--- src/rtl/bias_bank_sel_pipe.sv ---
// Registered bias-bank selector: a bank pointer (load / step / zero-mode) picks one
// N_adder_tree-lane bias vector per cycle; out-of-range pointer codes yield an all-zero bias.
module bias_bank_sel_pipe #(
    parameter int unsigned N_adder_tree = 16,
    parameter int unsigned BIAS_W       = 18,
    parameter int unsigned N_BANKS      = 4,
    parameter int unsigned SEL_W        = 3
) (
    input  logic                              i_clk,
    input  logic                              i_rst,
    input  logic [N_BANKS*N_adder_tree*BIAS_W-1:0] i_bias_bus,
    input  logic                              i_load,
    input  logic [SEL_W-1:0]                  i_sel,
    input  logic                              i_next,
    input  logic                              i_zero,
    output logic [N_adder_tree*BIAS_W-1:0]    o_bias,
    output logic                              o_bias_valid,
    output logic [SEL_W-1:0]                  o_bank_idx,
    output logic                              o_wrap
);

    localparam int unsigned      VW       = N_adder_tree * BIAS_W;
    localparam logic [SEL_W-1:0] LastBank = SEL_W'(N_BANKS - 1);

    logic [SEL_W-1:0] r_ptr;
    logic             r_armed;
    logic             r_wrap;
    logic [VW-1:0]    r_bias;
    logic             r_bias_valid;

    logic [VW-1:0]    w_bank_vec;
    logic             w_in_range;

    // Decoding by matching codes keeps every unused code at zero bias without a width-fragile compare.
    always_comb begin
        w_bank_vec = '0;
        w_in_range = 1'b0;
        for (int unsigned k = 0; k < N_BANKS; k++) begin
            if (r_ptr == SEL_W'(k)) begin
                w_bank_vec = i_bias_bus[k*VW +: VW];
                w_in_range = 1'b1;
            end
        end
    end

    always_ff @(posedge i_clk) begin
        if (i_rst) begin
            r_ptr        <= '0;
            r_armed      <= 1'b0;
            r_wrap       <= 1'b0;
            r_bias       <= '0;
            r_bias_valid <= 1'b0;
        end else begin
            r_wrap <= 1'b0;
            if (i_zero) begin
                r_ptr   <= '1;
                r_armed <= 1'b1;
            end else if (i_load) begin
                r_ptr   <= i_sel;
                r_armed <= 1'b1;
            end else if (i_next && w_in_range) begin
                // Zero mode (out-of-range pointer) ignores next entirely.
                if (r_ptr == LastBank) begin
                    r_ptr  <= '0;
                    r_wrap <= 1'b1;
                end else begin
                    r_ptr <= r_ptr + SEL_W'(1);
                end
            end
            r_bias       <= w_bank_vec;
            r_bias_valid <= r_armed & w_in_range;
        end
    end

    assign o_bias       = r_bias;
    assign o_bias_valid = r_bias_valid;
    assign o_bank_idx   = r_ptr;
    assign o_wrap       = r_wrap;

endmodule
--- config.mk ---
export PLATFORM = sky130hd
export DESIGN_NAME = bias_bank_sel_pipe
export DESIGN_NICKNAME = d
export VERILOG_FILES = /design/src/rtl/bias_bank_sel_pipe.sv
export SDC_FILE = /design/constraint.sdc
export NUM_CORES = 1
export LEC_CHECK = 0
export ABC_AREA = 1
export ABC_CLOCK_PERIOD_IN_PS = 3360
export CELL_PAD_IN_SITES_DETAIL_PLACEMENT = 0
export CELL_PAD_IN_SITES_GLOBAL_PLACEMENT = 2
export CORE_AREA = 2 2 568 570
export CTS_BUF_LIST = sky130_fd_sc_hd__clkbuf_8
export DETAILED_ROUTE_END_ITERATION = 7
export DIE_AREA = 0 0 570 572
export DONT_BUFFER_PORTS = 1
export GPL_TIMING_DRIVEN = 0
export PLACE_DENSITY_LB_ADDON = 0.1
export SLEW_MARGIN = 20
export SYNTH_ARGS = -nofsm -noshare
export SYNTH_HDL_FRONTEND = slang
export SYNTH_SLANG_ARGS = --single-unit
--- constraint.sdc ---
create_clock -name i_clk -period 3.36 [get_ports i_clk]
set_input_delay 0.336 -clock i_clk [delete_from_list [all_inputs] [get_ports i_clk]]
set_output_delay 0.336 -clock i_clk [all_outputs]
set_load 0.1 [all_outputs]
---- After elaboration in Yosys (flattened, before gate mapping) ----
Cells that the tools add are included.
storage, ports and cells
  word-level logic and storage cells ...... 31
  register bits ........................... 294
  output and inout port bits .............. 293
cells by class
  bitwise logic cells ..................... 2
  equality and inequality tests ........... 3
  add/sub/neg operators ................... 1
  reduce and logical (&&, ||, !) cells .... 5
  mux-type cells .......................... 15
operators with widths
  cell                                                 number
  two-way mux 288 bit                                  4
  two-way mux 3 bit                                    4
  two-way mux 1 bit                                    7
  equality test 3 x 2 -> 1 bit, second input constant  2
  OR reduction 4 bit                                   1
  adder 3 x 1 -> 3 bit, second input constant          1
  equality test 3 x 1 -> 1 bit, second input constant  1
  logical NOT 3 bit                                    1
  nonzero test 3 bit                                   1
  nonzero test 2 bit                                   1
  bitwise AND 1 bit                                    1
  logical AND 1 bit                                    1
  inverter 1 bit                                       1

---- Depth between registers and ports, before layout ----
Gate-level depths: netlist of the first run.
  depth after elaboration ................. 9
  gate-level depth with buffers ........... 9

---- Least setup slack after synthesis of the first run ----
OpenSTA, ideal clock, no wires.
  kind .................................... reg-to-reg
  start ................................... register r_ptr[1], in the netlist o_bank_idx[1]
  end ..................................... register r_bias[231], in the netlist o_bias[231]
  library setup time ...................... 70 ps
  stages on the path, launching flop included .. 8
  required time ........................... 3290 ps
  data arrival time ....................... 2346 ps
  slack ................................... 944 ps
  cells stage by stage .................... dfxtp_1 > inv_1 > ha_1 > inv_2 > clkbuf_1 > clkbuf_1 > nand3_1 > a21oi_1
on the way
  longest elaborated chain between the ends .. 5
  elaborated cells between the ends (all ways) .. 8
  those cells by class .................... 3 x eq/ne; 4 x mux; 1 x reduce/logical
RTL lines
  element                            line  text
  start, declared                    25    logic [SEL_W-1:0] r_ptr;
  start signal, assigned             59    r_ptr <= i_sel;
  start signal, assigned             67    r_ptr <= r_ptr + SEL_W'(1);
  logical NOT 3 bit                  39    if (r_ptr == SEL_W'(k)) begin
  two-way mux 288 bit (3 in series)  39
  two-way mux 288 bit *              39
  end signal, assigned               70    r_bias <= w_bank_vec;
  end, declared                      28    logic [VW-1:0] r_bias;
Every way passes the cells marked *; elsewhere a longest branch is shown, timed or not.
A chain may end at the register's enable or synchronous reset.

---- Worst setup path after layout of the first run ----
  start ................................... register r_ptr[2], in the netlist o_bank_idx[2]
  end ..................................... register r_bias[98], in the netlist o_bias[98]
Same word-level chain as after synthesis.

==> reports/qor.yml, run 1 <==
status: "completed"
ff_latch_area_um2: 5980
synth.cell_area_um2: 16300
path_clk_slew_ns: 0.06
grt_max_degree: 14
hold_path_class: "primary input to flip-flop"
drv_cap: 0
pin_count: 1453
gp_congestion: 0.811
insertion_delay_ns: 0.94
ant_nets: 0
drive_above_1_share_pct: 9.92
synthCells: 2607
via_per_inst: 3.06
worstPathArrival_ns: 4.03
fin_crit_ns: 3.26
r2r_cells: 10
crit_fanout: 10
vias: 25300
hold_depth: 4
drv_slew: 0
drtIter0Drc: 1031
min_to: "o_bias[136]"
p_leak_nw: 12.6
finClkSkew_ns: 0.0732
holdWs_ns: 0.0559
synth_area_leaders: "dfxtp_1, a21oi_1, nor2_1"
multiInputGateArea_um2: 9320
dr.pass1.iters: 5
finalSetupViolCount: 0
critPathRequiredTime_ns: 4.13
reg2reg_to: "o_bias[98]"
hp-start: "i_bias_bus[712]"
wl_per_cell_um: 28.7
rows: 208
ys_seq_elements: 294
fin_crit_sh_pct: 97.1
antenna_found_initial: 130
fillerInstances: 37500
crit-reg2reg-launch: "o_bank_idx[2]"
hpwl_mm: 201
vdd_ir_drop_max_mv: 0.269
dieArea_um2: 326000
grt_overflow: 0
rrSetupSlack_ns: 0.1
worst_pin_slew_ns: 1.20
avgSynthCellArea_um2: 6.27
power_density_nw_per_um2: 498
rsz0062_at_grt: "true"
wl_mm: 237
synth_top_area_share_pct: 36.0
yosysSeqAreaShare_pct: 36.0
yosys.area.top_type: "dfxtp_1"
clock_sinks: 294
grtUsageTotal_pct: 13.9
crit_path_start_kind: "flip-flop"
start_util_pct: 5.11
end_kind: "flip-flop"
cts_buffer_depth: 4
root_buffer: "clkbuf_8"
first_global_vias: 27800
yosys_warnings: 0
fp.coreArea_um2: 320000
cts_tree: "done"
dp_cells: 6808
slew_headroom_pct: 20.2
yosysUniqueCellTypes: 22
syn_nets: 3771
fin_nets: 5069
path_class: "flip-flop to flip-flop"
cts_made_buffers: 91
grt_pass1_wl_mm: 295
hold_viol_final: 0
cts_max_level: 3
drcViolationCount: 0
final_cell_count_no_fill: 8247
port_buffers: 0
area_growth_syn_to_layout_pct: 120
die_x_um: 570
die_h_um: 572
fmaxAchievable_ghz: 0.307
## logic make-up after synthesis
group	synth area share, %
compound gates	26.7
fa+ha+maj	0.306
buf+inv	7.36
flops	36.0
simple gates	29.6
## worst max path at each step
stage | startpoint | endpoint | slack (ns) | cells past startpoint
finish | o_bank_idx[2] | o_bias[98] | 0.1 | 10
global route | o_bank_idx[2] | o_bank_idx[1] | -0.006 | 11
CTS | o_bank_idx[1] | o_bias[135] | 0.001 | 8
detailed placement | o_bank_idx[0] | o_bias[132] | -1.18 | 7
global placement | o_bank_idx[1] | o_bias[132] | -2.44 | 7
floorplan | o_bank_idx[1] | o_bias[231] | 0.94 | 7
## critical path, cell delays in order (launching register included)
cell and delay [ns]:
dfxtp_4 0.58, buf_6 0.23, inv_2 0.08, nand2_4 0.20, buf_4 0.36, buf_2 0.41, nor2_1 0.07, o21ai_1 0.14
dlygate4sd3_1 0.57, nand2_1 0.06, a21oi_1 0.38
## registers in the layout, indices dropped and copies added, names as in the netlist
| register | cells |
|---|---|
| o_bank_idx | 3 |
| o_bias_valid | 1 |
| o_wrap | 1 |
| o_bias | 288 |
| r_armed | 1 |
## layout make-up
type,count,area share (%)
repair buffers,1206,33.7
clock buffers,112,4.28
well taps,4200,14.6
flip-flops and latches,294,16.6
multi-input cells,2052,25.9
inverters,9,0.108
clock inverters,49,0.963
plain buffers,251,3.39
diodes,74,0.514
## synthesized netlist by cell type
library cell / instances
buf_1: 8
inv_1: 6
inv_2: 3
nand3_1: 296
o21ai_0: 136
nor2_4: 2
nor2_8: 1
buf_4: 16
clkbuf_1: 117
ha_1: 4
nand2_2: 2
a21oi_1: 581
dfxtp_1: 294
o21ai_1: 153
or2_2: 1
nor2_1: 575
nand2_1: 299
a31oi_1: 1
buf_6: 3
clkbuf_4: 2
buf_2: 106
nand2_4: 1
## repair_timing
action                                  in CTS  in global routing
hold buffers                              1195                  0
gates resized for setup                     26                 16
hold endpoints to repair                   293                  0
setup buffers                                8                  2
endpoints found under the setup margin     245                 57
pin swaps                                    2                  1
## report_power, final
group	internal, mW	total (mW)	leakage, nW	switching, mW
sequential	3.92	7.44	2.45	3.52
clock	3.31	6.05	1.07	2.74
combinational	1.73	4.43	9.07	2.69
## placed cells by master (no fill, tap or decap), types with 2 or more instances in the layout
master         instances
inv_1                 24
clkbuf_4               5
nand2_1              299
buf_1                  7
a21oi_4                2
dfxtp_4                3
dfxtp_2               65
dfxtp_1              226
inv_6                  2
nand2_4                2
o21ai_0              136
clkbuf_2              21
buf_12                 4
buf_6                  5
clkbuf_1              96
a21oi_1              567
dlygate4sd3_1       1195
diode_2               74
a21oi_2               12
clkbuf_8             112
nand3_1              296
buf_2                 98
clkinv_2              23
o21ai_1              153
nor2_1               575
buf_4                 25
bufinv_16              4
nor2_4                 2
ha_1                   4
inv_2                  2
## through the flow
stage	utilization [%]	total power, mW	area [um^2]	TNS (ns)	setup slack (ns)
3_5_place_dp	6.79	10.6	21700	-141.45	-1.18
6_report	11.3	17.9	36000	0	0.0986
3_3_place_gp	6.75	10.7	21600	-290.13	-2.44
5_1_grt	11.2	19.0	35900	-0.00627	-0.00627
4_1_cts	11.2	18.7	35700	0	0.00118
2_1_floorplan	-	8.56	16300	0	0.944
## metal layers
metal  wire (um)  part of all wire [%]  vias to the layer above  track usage [%]
met5         303                  0.13                        -                0
met4        6190                   2.6                       46             3.40
met3       20200                   8.5                      293             4.89
met2      121000                    51                     1286             25.8
met1       88500                    37                    12100             14.8
li1            -                     -                    11500                -
Note: power is estimated with default switching activity, not from simulation.
==> run 2, diff against run 1 <==
--- a/config.mk
+++ b/config.mk
@@ -11,6 +11,7 @@
 export CELL_PAD_IN_SITES_GLOBAL_PLACEMENT = 2
 export CORE_AREA = 2 2 568 570
 export CTS_BUF_LIST = sky130_fd_sc_hd__clkbuf_8
+export CTS_CLUSTER_DIAMETER = 150
 export DETAILED_ROUTE_END_ITERATION = 7
 export DIE_AREA = 0 0 570 572
 export DONT_BUFFER_PORTS = 1
==> run 2 against run 1 <==
Effect of this change: via count is 0.46% lower; clock skew increased by 0.0069 ns; worst hold slack hardly changed; largest cell class unchanged; core utilization barely moved; highest routed layer unchanged.
==> reports/qor.yml, run 2 (synthesis gave the netlist of run 1 again) <==
finalSetupViolCount: 0
rsz0062_at_grt: "true"
drv_cap: 0
die_x_um: 570
worst_pin_slew_ns: 1.20
insertion_delay_ns: 0.95
vias: 25200
fin_nets: 5065
critPathRequiredTime_ns: 4.13
wl_met1_mm: 88.7
power_density_nw_per_um2: 497
wl_per_cell_um: 28.7
port_buffers: 0
wl_met2_mm: 121
antenna_found_initial: 131
hp-start: "i_bias_bus[712]"
start_util_pct: 5.11
root_buffer: "clkbuf_8"
ant_nets: 0
path_clk_slew_ns: 0.06
crit-reg2reg-launch: "o_bank_idx[2]"
drv_slew: 0
first_global_vias: 27800
wl_mm: 237
rows: 208
utilization_pct: 11.2
crit_path_start_kind: "flip-flop"
hold_path_class: "primary input to flip-flop"
final_common_cell: "dlygate4sd3_1"
worstPathArrival_ns: 4.01
end_kind: "flip-flop"
clock_sinks: 294
path_class: "flip-flop to flip-flop"
cts_buffer_depth: 4
min_to: "o_bias[136]"
dieArea_um2: 326000
crit_fanout: 10
drcViolationCount: 0
multiInputGateArea_um2: 9310
largest_register_ffs: 288
grt_pass1_wl_mm: 295
cts_max_level: 3
die_h_um: 572
grt_max_degree: 14
fmaxAchievable_ghz: 0.309
mostFrequentLayoutCells: "dlygate4sd3_1, nor2_1, a21oi_1, nand2_1, nand3_1"
rrSetupSlack_ns: 0.13
wl_met3_mm: 20.0
top_layer: "met5"
gp_congestion: 0.811
via_per_inst: 3.06
cts_tree: "done"
p_leak_nw: 12.6
hold_depth: 4
dr.pass1.iters: 4
finClkSkew_ns: 0.0801
area_growth_syn_to_layout_pct: 120
grt_overflow: 0
slew_headroom_pct: 20.2
grtUsageTotal_pct: 13.9
hpwl_mm: 201
status: "completed"
fp.coreArea_um2: 320000
r2r_cells: 10
drtIter0Drc: 1031
cts_made_buffers: 90
p_total_mw: 17.8
reg2reg_to: "o_bias[98]"
fillerInstances: 37500
holdWs_ns: 0.0559
fin_crit_sh_pct: 96.2
fin_crit_ns: 3.23
vdd_ir_drop_max_mv: 0.271
pin_count: 1453
hold_viol_final: 0
drive_above_1_share_pct: 9.83
ff_latch_area_um2: 5980
-- run 2: routing by layer --
metal	global-route usage, %	vias up
li1	-	11500
met1	14.8	12100
met2	25.8	1244
met3	4.94	287
met4	3.36	50
met5	0	-
-- run 2: area by class of cell --
| class | count | area share, % |
|---|---|---|
| diodes | 64 | 0.446 |
| plain buffers | 251 | 3.41 |
| clock buffers | 109 | 4.18 |
| clock inverters | 49 | 0.969 |
| inverters | 9 | 0.108 |
| multi-input cells | 2052 | 25.9 |
| flip-flops and latches | 294 | 16.6 |
| well taps | 4200 | 14.6 |
| repair buffers | 1203 | 33.7 |
-- run 2: critical path, stage by stage (launching register included) --
cell and delay [ns]:
dfxtp_4 0.58, buf_6 0.23, inv_2 0.08, nand2_4 0.20, buf_4 0.36, buf_2 0.40, nor2_1 0.07, o21ai_1 0.13
dlygate4sd3_1 0.56, nand2_1 0.06, a21oi_1 0.38
-- run 2: where the power goes --
| group | total (mW) | internal, mW | leakage (nW) | switching (mW) |
|---|---|---|---|---|
| clock | 5.98 | 3.24 | 1.05 | 2.74 |
| sequential | 7.43 | 3.92 | 2.45 | 3.52 |
| combinational | 4.42 | 1.73 | 9.07 | 2.69 |
| total | 17.8 | 8.89 | 12.6 | 8.94 |
-- run 2: through the flow --
step	cell area [um^2]	instances	worst slack (ns)	TNS, ns
floorplan	16300	2607	0.944	0
global placement	21600	6807	-2.44	-290.13
detailed placement	21700	6808	-1.18	-141.45
CTS	35700	8165	0.00117	0
global route	35800	8205	-0.00627	-0.00627
finish	35900	8231	0.126	0
-- run 2: timing repair --
item                                     CTS  global route
pin swaps                                  2             1
endpoints found under the setup margin   245            57
resized for setup                         26            17
endpoints found under the hold margin    293             0
hold buffers                            1192             0
buffers inserted                           8             2
-- run 2: worst max path at each step --
stage | from | to | slack (ns) | cells after the start
after floorplan | o_bank_idx[1] | o_bias[231] | 0.94 | 7
after global placement | o_bank_idx[1] | o_bias[132] | -2.44 | 7
after detailed placement | o_bank_idx[0] | o_bias[132] | -1.18 | 7
after CTS | o_bank_idx[1] | o_bias[135] | 0.001 | 8
after global routing | o_bank_idx[2] | o_bank_idx[1] | -0.006 | 11
final | o_bank_idx[2] | o_bias[98] | 0.13 | 10
